[src/rtl/seq_alu_if.sv]
// rtl/seq_alu_if.sv - operand/result handshake bundle for the sequential ALU
interface seq_alu_if #(
  parameter int WIDTH = 19
);
  logic             in_valid;
  logic             in_ready;
  logic [WIDTH-1:0] a;
  logic [WIDTH-1:0] b;
  logic [2:0]       alu_op;
  logic             out_valid;
  logic             out_ready;
  logic [WIDTH-1:0] result;
  logic [WIDTH-1:0] result_hi;
  logic             zero;
  logic             carry;
  logic             div_by_zero;

  // Issue-stage side: presents operations, consumes results
  modport master (
    output in_valid, a, b, alu_op, out_ready,
    input  in_ready, out_valid, result, result_hi, zero, carry, div_by_zero
  );

  // ALU side
  modport slave (
    input  in_valid, a, b, alu_op, out_ready,
    output in_ready, out_valid, result, result_hi, zero, carry, div_by_zero
  );
endinterface

[src/rtl/seq_alu.sv]
// rtl/seq_alu.sv - handshaked multi-cycle ALU with iterative multiply and divide
module seq_alu #(
  parameter int WIDTH = 19
) (
  input logic     clk,
  input logic     rst,
  seq_alu_if.slave bus
);
  localparam int CW = $clog2(WIDTH + 1);

  localparam logic [2:0] OP_ADD = 3'b000;
  localparam logic [2:0] OP_SUB = 3'b001;
  localparam logic [2:0] OP_MUL = 3'b010;
  localparam logic [2:0] OP_DIV = 3'b011;
  localparam logic [2:0] OP_AND = 3'b100;
  localparam logic [2:0] OP_OR  = 3'b101;
  localparam logic [2:0] OP_XOR = 3'b110;
  localparam logic [2:0] OP_NOT = 3'b111;

  typedef enum logic [1:0] {S_IDLE, S_BUSY, S_DONE} state_t;

  state_t           state_q, state_d;
  logic [2:0]       op_q, op_d;
  logic [CW-1:0]    cnt_q, cnt_d;
  logic [WIDTH-1:0] opnd_q, opnd_d;   // multiplicand or divisor
  logic [WIDTH-1:0] hi_q, hi_d;       // partial product high half / partial remainder
  logic [WIDTH-1:0] lo_q, lo_d;       // multiplier bits / dividend shifting into quotient
  logic [WIDTH-1:0] res_q, res_d;
  logic [WIDTH-1:0] res_hi_q, res_hi_d;
  logic             zero_q, zero_d;
  logic             carry_q, carry_d;
  logic             dbz_q, dbz_d;

  logic             accept;
  logic             is_long;
  logic             last_iter;

  logic [WIDTH-1:0] quick_res;
  logic             quick_carry;
  logic             quick_dbz;

  logic [WIDTH:0]   mul_sum;
  logic [WIDTH:0]   div_shift;
  logic [WIDTH+1:0] div_trial;
  logic             div_borrow;
  logic [WIDTH-1:0] step_hi;
  logic [WIDTH-1:0] step_lo;

  assign accept    = bus.in_valid && bus.in_ready;
  assign is_long   = (bus.alu_op == OP_MUL) || ((bus.alu_op == OP_DIV) && (bus.b != '0));
  assign last_iter = (cnt_q == CW'(1));

  // State register plus all datapath flops, cleared together on reset
  always_ff @(posedge clk) begin
    if (rst) begin
      state_q  <= S_IDLE;
      op_q     <= '0;
      cnt_q    <= '0;
      opnd_q   <= '0;
      hi_q     <= '0;
      lo_q     <= '0;
      res_q    <= '0;
      res_hi_q <= '0;
      zero_q   <= 1'b0;
      carry_q  <= 1'b0;
      dbz_q    <= 1'b0;
    end else begin
      state_q  <= state_d;
      op_q     <= op_d;
      cnt_q    <= cnt_d;
      opnd_q   <= opnd_d;
      hi_q     <= hi_d;
      lo_q     <= lo_d;
      res_q    <= res_d;
      res_hi_q <= res_hi_d;
      zero_q   <= zero_d;
      carry_q  <= carry_d;
      dbz_q    <= dbz_d;
    end
  end

  // Next-state: long ops iterate in BUSY, everything else goes straight to DONE
  always_comb begin
    state_d = state_q;
    case (state_q)
      S_IDLE:  if (accept) state_d = is_long ? S_BUSY : S_DONE;
      S_BUSY:  if (last_iter) state_d = S_DONE;
      S_DONE:  if (bus.out_ready) state_d = S_IDLE;
      default: state_d = S_IDLE;
    endcase
  end

  // Handshake outputs and registered result drive-out
  always_comb begin
    bus.in_ready    = (state_q == S_IDLE) && !rst;
    bus.out_valid   = (state_q == S_DONE);
    bus.result      = res_q;
    bus.result_hi   = res_hi_q;
    bus.zero        = zero_q;
    bus.carry       = carry_q;
    bus.div_by_zero = dbz_q;
  end

  // Single-cycle results computed straight from the operands being accepted
  always_comb begin
    quick_res   = '0;
    quick_carry = 1'b0;
    quick_dbz   = 1'b0;
    case (bus.alu_op)
      OP_ADD:  {quick_carry, quick_res} = {1'b0, bus.a} + {1'b0, bus.b};
      OP_SUB: begin
        quick_res   = bus.a - bus.b;
        quick_carry = (bus.a < bus.b);
      end
      OP_DIV:  quick_dbz = (bus.b == '0);
      OP_AND:  quick_res = bus.a & bus.b;
      OP_OR:   quick_res = bus.a | bus.b;
      OP_XOR:  quick_res = bus.a ^ bus.b;
      OP_NOT:  quick_res = ~bus.a;
      default: quick_res = '0;
    endcase
  end

  // One shift-add or one restoring-divide step per BUSY cycle
  always_comb begin
    mul_sum    = {1'b0, hi_q} + (lo_q[0] ? {1'b0, opnd_q} : '0);
    div_shift  = {hi_q, lo_q[WIDTH-1]};
    // One extra bit so the sign of the trial subtraction is the borrow
    div_trial  = {1'b0, div_shift} - {2'b00, opnd_q};
    div_borrow = div_trial[WIDTH+1];
    if (op_q == OP_MUL) begin
      step_hi = mul_sum[WIDTH:1];
      step_lo = {mul_sum[0], lo_q[WIDTH-1:1]};
    end else begin
      step_hi = div_borrow ? div_shift[WIDTH-1:0] : div_trial[WIDTH-1:0];
      step_lo = {lo_q[WIDTH-2:0], ~div_borrow};
    end
  end

  // Datapath register updates: latch at accept, iterate in BUSY, hold in DONE
  always_comb begin
    op_d     = op_q;
    cnt_d    = cnt_q;
    opnd_d   = opnd_q;
    hi_d     = hi_q;
    lo_d     = lo_q;
    res_d    = res_q;
    res_hi_d = res_hi_q;
    zero_d   = zero_q;
    carry_d  = carry_q;
    dbz_d    = dbz_q;
    case (state_q)
      S_IDLE: begin
        if (accept) begin
          op_d     = bus.alu_op;
          opnd_d   = bus.b;
          cnt_d    = CW'(WIDTH);
          hi_d     = '0;
          lo_d     = bus.a;
          res_d    = quick_res;
          res_hi_d = '0;
          zero_d   = (quick_res == '0);
          carry_d  = quick_carry;
          dbz_d    = quick_dbz;
        end
      end
      S_BUSY: begin
        cnt_d = cnt_q - CW'(1);
        hi_d  = step_hi;
        lo_d  = step_lo;
        if (last_iter) begin
          res_d    = step_lo;
          res_hi_d = step_hi;
          zero_d   = (step_lo == '0);
          carry_d  = (op_q == OP_MUL) && (step_hi != '0);
          dbz_d    = 1'b0;
        end
      end
      default: ;
    endcase
  end
endmodule

[src/flat_wrapper.sv]
// flat-port wrapper written by rule: the top's interface ports become plain ports
module seq_alu_flat 
#(
  parameter int WIDTH = 19
)
  (clk, rst, bus_in_valid, bus_a, bus_b, bus_alu_op, bus_out_ready, bus_in_ready, bus_out_valid, bus_result, bus_result_hi, bus_zero, bus_carry, bus_div_by_zero);
  seq_alu_if #(.WIDTH(WIDTH)) bus_i ();
  input logic clk;
  input logic rst;
  input wire logic [$bits(bus_i.in_valid)-1:0] bus_in_valid;
  input wire logic [$bits(bus_i.a)-1:0] bus_a;
  input wire logic [$bits(bus_i.b)-1:0] bus_b;
  input wire logic [$bits(bus_i.alu_op)-1:0] bus_alu_op;
  input wire logic [$bits(bus_i.out_ready)-1:0] bus_out_ready;
  output wire logic [$bits(bus_i.in_ready)-1:0] bus_in_ready;
  output wire logic [$bits(bus_i.out_valid)-1:0] bus_out_valid;
  output wire logic [$bits(bus_i.result)-1:0] bus_result;
  output wire logic [$bits(bus_i.result_hi)-1:0] bus_result_hi;
  output wire logic [$bits(bus_i.zero)-1:0] bus_zero;
  output wire logic [$bits(bus_i.carry)-1:0] bus_carry;
  output wire logic [$bits(bus_i.div_by_zero)-1:0] bus_div_by_zero;
  assign bus_i.in_valid = bus_in_valid;
  assign bus_i.a = bus_a;
  assign bus_i.b = bus_b;
  assign bus_i.alu_op = bus_alu_op;
  assign bus_i.out_ready = bus_out_ready;
  assign bus_in_ready = bus_i.in_ready;
  assign bus_out_valid = bus_i.out_valid;
  assign bus_result = bus_i.result;
  assign bus_result_hi = bus_i.result_hi;
  assign bus_zero = bus_i.zero;
  assign bus_carry = bus_i.carry;
  assign bus_div_by_zero = bus_i.div_by_zero;
  seq_alu #(.WIDTH(WIDTH)) u_core (.clk(clk), .rst(rst), .bus(bus_i));
endmodule
[config.mk]
export PLATFORM = sky130hd
export DESIGN_NAME = seq_alu_flat
export DESIGN_NICKNAME = d
export VERILOG_FILES = /design/src/rtl/seq_alu_if.sv /design/src/rtl/seq_alu.sv /design/src/flat_wrapper.sv
export SDC_FILE = /design/constraint.sdc
export NUM_CORES = 1
export LEC_CHECK = 0
export BUFFER_PORTS_ARGS = -buffer_cell sky130_fd_sc_hd__buf_2
export CAP_MARGIN = 20
export CORE_MARGIN = 2
export CORE_UTILIZATION = 60
export DETAILED_ROUTE_END_ITERATION = 8
export GPL_TIMING_DRIVEN = 0
export PLACE_DENSITY = 0.85
export SETUP_SLACK_MARGIN = 0.02
export SLEW_MARGIN = 40
export SYNTH_ARGS = -nofsm -noshare
export SYNTH_HDL_FRONTEND = slang
export SYNTH_SLANG_ARGS = --single-unit
[constraint.sdc]
create_clock -name clk -period 6.09 [get_ports clk]
set_input_delay 0 -clock clk [delete_from_list [all_inputs] [get_ports clk]]
set_output_delay 0 -clock clk [all_outputs]
set_load 0.05 [all_outputs]
==> load_flow_metrics.sql <==
INSERT INTO impl_metrics (metric_group, metric, value, unit) VALUES
('setup_path', 'end_kind', 'flip-flop', ''),
('pwr', 'p_per_area', '194', 'mW/mm²'),
('cells_and_area', 'areaGrowthSynthToFinish', '12.7', '%'),
('yosys', 'synth_nets', '1503', ''),
('clock_network', 'cts_root_buf', 'sky130_fd_sc_hd__clkbuf_16', ''),
('sta', 'hold_violations', '0', ''),
('place', 'final_weighted_congestion_in_routability_driven_placement', '1.04', ''),
('cells_and_area', 'antenna_cells_inserted', '0', ''),
('drt', 'first_pass_iters', '6', ''),
('drt', 'route.final.wire_length', '35200', 'µm'),
('clock_network', 'postCtsResizedCells', '0', ''),
('drt', 'wl_per_cell', '20.7', 'µm'),
('floorplan', 'start_util', '61.0', '%'),
('pwr', 'combPwrFrac', '36.5', '%'),
('yosys', 'ys_async_sr_fraction', '0', '%'),
('pwr', 'power.static_leakage', '4.81', 'nW'),
('yosys', 'synth_area', '0.0100', 'mm²'),
('sta', 'finalSetupViolCount', '0', ''),
('cells_and_area', 'finished_cell_area', '0.0113', 'mm²'),
('pwr', 'vdd_ir_drop_max', '177', 'µV'),
('drt', 'drt-initial-drc-count', '1319', ''),
('setup_path', 'largest_stage_delay_worst_path', '510', 'ps'),
('sta', 'maxSlewHeadroom', '41.8', '%'),
('grt', 'grt-ovfl-total', '0', ''),
('clock_network', 'tritoncts.num_buffers', '9', ''),
('drt', 'vias', '11300', ''),
('setup_path', 'cp_bufs_invs', '5', ''),
('place', 'dpl_cell_area', '0.0108', 'mm²'),
('setup_path', 'crit_chain', 'inv_1, ha_1, inv_1, fa_1, a211oi_1, nor2_1, a21oi_1, a311o_1, and2_1, buf_2, buf_4, buf_2, a21oi_1, a22oi_1, nor4b_1, a31oi_1', ''),
('floorplan', 'floorplan.rows', '47', ''),
('floorplan', 'fp.dieH', '133', 'µm'),
('drt', 'drc_errors', '0', ''),
('cells_and_area', 'layout.nets', '1625', ''),
('setup_path', 'timing.setup.critical_path_class', 'flip-flop to flip-flop', ''),
('grt', 'largest_net_degree_at_the_start_of_global_routing', '23', ''),
('pwr', 'finalPower', '0.00219', 'W'),
('sta', 'grt_setup_unrepaired', 'no', ''),
('grt', 'grt_util_all_layers', '38.9', '%'),
('floorplan', 'floorplan.core_area', '0.0165', 'mm²'),
('job', 'maxCapViolations', '0', ''),
('grt', 'grt_pass1_vias', '10800', ''),
('sta', 'final-max-slew-violation-count', '0', ''),
('clock_network', 'worstSkewPairLatency', '380', 'ps'),
('setup_path', 'critical_path_arrival', '4540', 'ps'),
('cells_and_area', 'fin_cells', '1699', ''),
('drt', 'antenna_violating_nets_post_route', '0', ''),
('clock_network', 'path_clk_slew', '80', 'ps'),
('floorplan', 'ios', '88', ''),
('place', 'place.detailed.instances', '1658', ''),
('run_status', 'outcome', 'finished clean', ''),
('setup_path', 'crit_path_top_delay_cell', 'sky130_fd_sc_hd__fa_1', ''),
('worst_hold_path', 'min_path_type', 'primary input to flip-flop', ''),
('yosys', 'ys.flop_type', 'sky130_fd_sc_hd__dfxtp_1', ''),
('setup_path', 'setup.worst_path.start_class', 'flip-flop', ''),
('pwr', 'intPower', '0.00131', 'W'),
('clock_network', 'tritoncts_clock_tree', 'built', ''),
('drt', 'routed_via_density', '6.67', ''),
('sta', 'max_clock_freq', '235', 'MHz'),
('yosys', 'syn-instance-count', '1352', ''),
('grt', 'grt_first_pass_wirelength', '54800', 'µm'),
('place', 'place.detailed.hpwl', '27200', 'µm'),
('sta', 'timing.clock.skew', '18.8', 'ps'),
('floorplan', 'die_x', '133', 'µm'),
('clock_network', 'ctsLongestPathBuffers', '2', ''),
('sta', 'post-route-min-period', '4250', 'ps'),
('sta', 'totalNegativeSetupSlack', '0', 'ps'),
('sta', 'fin_ws', '1840', 'ps'),
('clock_network', 'sinks_on_the_clock_net', '108', ''),
('setup_path', 'critical-path-top-delay-family', 'compound AO/OA/AOI/OAI gates', ''),
('sta', 'final_min_period_over_clock_period', '69.8', '%'),
('pwr', 'sequentialPowerShare', '34.9', '%');
[power groups by stage]
stage | logic (W) | registers (W) | clock network, W
finish | 0.000802 | 0.000767 | 0.000625
global route | 0.000856 | 0.000770 | 0.000649
CTS | 0.000774 | 0.000765 | 0.000623
detailed placement | 0.000757 | 0.000782 | 0
global placement | 0.000745 | 0.000780 | 0
floorplan | 0.000501 | 0.000814 | 0
[per-stage QoR]
stage	utilization [%]	hold WS, ps
5_1_grt	68.7	16.5
2_1_floorplan	-	108
6_report	68.7	8.66
3_3_place_gp	65.3	263
3_5_place_dp	65.3	265
4_1_cts	68.7	0.132
[metal layers]
layer,vias up,global-route usage (%),wire (µm)
li1,5135,-,-
met1,5201,46.5,13000
met2,769,63.4,15800
met3,219,7.38,3570
met4,0,26.4,2770
met5,-,0,0
[synthesized netlist by cell type, types with 7 or more instances]
| library cell | n | area [µm²] |
|---|---|---|
| sky130_fd_sc_hd__buf_1 | 13 | 48.8 |
| sky130_fd_sc_hd__dfxtp_1 | 108 | 2160 |
| sky130_fd_sc_hd__a21oi_1 | 115 | 576 |
| sky130_fd_sc_hd__a21o_1 | 16 | 120 |
| sky130_fd_sc_hd__nand2b_1 | 18 | 113 |
| sky130_fd_sc_hd__o31ai_1 | 22 | 165 |
| sky130_fd_sc_hd__clkbuf_1 | 58 | 218 |
| sky130_fd_sc_hd__or2_2 | 7 | 43.8 |
| sky130_fd_sc_hd__xnor2_1 | 24 | 210 |
| sky130_fd_sc_hd__a211oi_1 | 19 | 143 |
| sky130_fd_sc_hd__a221oi_1 | 15 | 131 |
| sky130_fd_sc_hd__nand4_1 | 14 | 87.6 |
| sky130_fd_sc_hd__and2_1 | 25 | 156 |
| sky130_fd_sc_hd__mux4_2 | 11 | 248 |
| sky130_fd_sc_hd__nand3_1 | 46 | 230 |
| sky130_fd_sc_hd__o21ai_0 | 68 | 340 |
| sky130_fd_sc_hd__o21bai_1 | 8 | 60.1 |
| sky130_fd_sc_hd__and3_1 | 13 | 81.3 |
| sky130_fd_sc_hd__buf_2 | 7 | 35.0 |
| sky130_fd_sc_hd__or3_1 | 7 | 43.8 |
| sky130_fd_sc_hd__nand2_1 | 143 | 537 |
| sky130_fd_sc_hd__mux2i_1 | 19 | 190 |
| sky130_fd_sc_hd__o211ai_1 | 20 | 150 |
| sky130_fd_sc_hd__a22oi_1 | 27 | 203 |
| sky130_fd_sc_hd__a31oi_1 | 21 | 131 |
| sky130_fd_sc_hd__o21a_1 | 14 | 105 |
| sky130_fd_sc_hd__nand3b_1 | 8 | 60.1 |
| sky130_fd_sc_hd__inv_1 | 92 | 345 |
| sky130_fd_sc_hd__nor4_1 | 19 | 119 |
| sky130_fd_sc_hd__xor2_1 | 11 | 96.3 |
| sky130_fd_sc_hd__nor3_1 | 30 | 150 |
| sky130_fd_sc_hd__nor2b_1 | 12 | 75.1 |
| sky130_fd_sc_hd__ha_1 | 102 | 1280 |
| sky130_fd_sc_hd__nor2_1 | 125 | 469 |
[worst register-to-register path, stage by stage, from the launching register on]
cell                       delay (ps)
sky130_fd_sc_hd__dfxtp_1          330
sky130_fd_sc_hd__inv_1            110
sky130_fd_sc_hd__ha_1             170
sky130_fd_sc_hd__inv_1             60
sky130_fd_sc_hd__fa_1             510
sky130_fd_sc_hd__a211oi_1         380
sky130_fd_sc_hd__nor2_1           190
sky130_fd_sc_hd__a21oi_1          350
sky130_fd_sc_hd__a311o_1          380
sky130_fd_sc_hd__and2_1           160
sky130_fd_sc_hd__buf_2            180
sky130_fd_sc_hd__buf_4            200
sky130_fd_sc_hd__buf_2            260
sky130_fd_sc_hd__a21oi_1          100
sky130_fd_sc_hd__a22oi_1          430
sky130_fd_sc_hd__nor4b_1          130
sky130_fd_sc_hd__a31oi_1          230
[final cells by class]
type / count / area (µm²)
timing repair buffer: 111 / 681
clock inverter: 7 / 90.1
tap: 220 / 275
fill: 1426 / 5150
inverter: 92 / 345
multi-input combinational: 1063 / 7130
buffer: 89 / 407
clock buffer: 9 / 225
sequential: 108 / 2160
[kinds of logic (layout without fill, tap and decap cells)]
| logic type | Yosys count | after routing | share of synthesized area [%] |
|---|---|---|---|
| buffers and inverters | 181 | 308 | 7.48 |
| AO/OA/AOI/OAI | 402 | 402 | 26.2 |
| multiplexers | 32 | 32 | 4.73 |
| flip-flops | 108 | 108 | 21.5 |
| adder cells (fa/ha/maj) | 106 | 106 | 13.5 |
| AND/OR/NAND/NOR | 488 | 488 | 23.5 |
| XOR/XNOR | 35 | 35 | 3.05 |
[sequential cells by signal, summed over array words and instances (netlist names)]
register / flops
u_core.bus.carry: 1
u_core.bus.zero: 1
u_core.bus.result_hi: 19
u_core.lo_q: 19
u_core.opnd_q: 19
u_core.op_q: 3
u_core.hi_q: 19
u_core.cnt_q: 5
u_core.bus.result: 19
u_core.bus.div_by_zero: 1
u_core.state_q: 2
[worst paths after layout]
path                         startpoint               endpoint  cells past startpoint
setup reg to reg        u_core.lo_q[18]       u_core.bus.carry                     16
hold reg to reg   u_core.bus.result[13]  u_core.bus.result[13]                      2
hold / removal                 bus_a[4]         u_core.lo_q[4]                      3
setup / recovery        u_core.lo_q[18]       u_core.bus.carry                     16
[placed cells by master (no fill, tap or decap), types with 8 or more instances in the layout]
master / instances
sky130_fd_sc_hd__a211oi_1: 19
sky130_fd_sc_hd__a21o_1: 16
sky130_fd_sc_hd__a21oi_1: 115
sky130_fd_sc_hd__a221oi_1: 15
sky130_fd_sc_hd__a22oi_1: 27
sky130_fd_sc_hd__a31oi_1: 21
sky130_fd_sc_hd__and2_1: 25
sky130_fd_sc_hd__and3_1: 13
sky130_fd_sc_hd__buf_1: 13
sky130_fd_sc_hd__buf_2: 93
sky130_fd_sc_hd__clkbuf_1: 58
sky130_fd_sc_hd__clkbuf_16: 9
sky130_fd_sc_hd__dfxtp_1: 108
sky130_fd_sc_hd__dlygate4sd3_1: 25
sky130_fd_sc_hd__ha_1: 102
sky130_fd_sc_hd__inv_1: 92
sky130_fd_sc_hd__mux2i_1: 19
sky130_fd_sc_hd__mux4_2: 11
sky130_fd_sc_hd__nand2_1: 143
sky130_fd_sc_hd__nand2b_1: 18
sky130_fd_sc_hd__nand3_1: 46
sky130_fd_sc_hd__nand3b_1: 8
sky130_fd_sc_hd__nand4_1: 14
sky130_fd_sc_hd__nor2_1: 125
sky130_fd_sc_hd__nor2b_1: 12
sky130_fd_sc_hd__nor3_1: 30
sky130_fd_sc_hd__nor4_1: 19
sky130_fd_sc_hd__o211ai_1: 20
sky130_fd_sc_hd__o21a_1: 14
sky130_fd_sc_hd__o21ai_0: 68
sky130_fd_sc_hd__o21bai_1: 8
sky130_fd_sc_hd__o31ai_1: 22
sky130_fd_sc_hd__xnor2_1: 24
sky130_fd_sc_hd__xor2_1: 11
[what timing repair did]
action / in CTS / in global routing
endpoints found under the hold margin: 25 / 0
setup buffers: 0 / 0
hold buffers: 25 / 0
(Power assumes the default switching activity.)
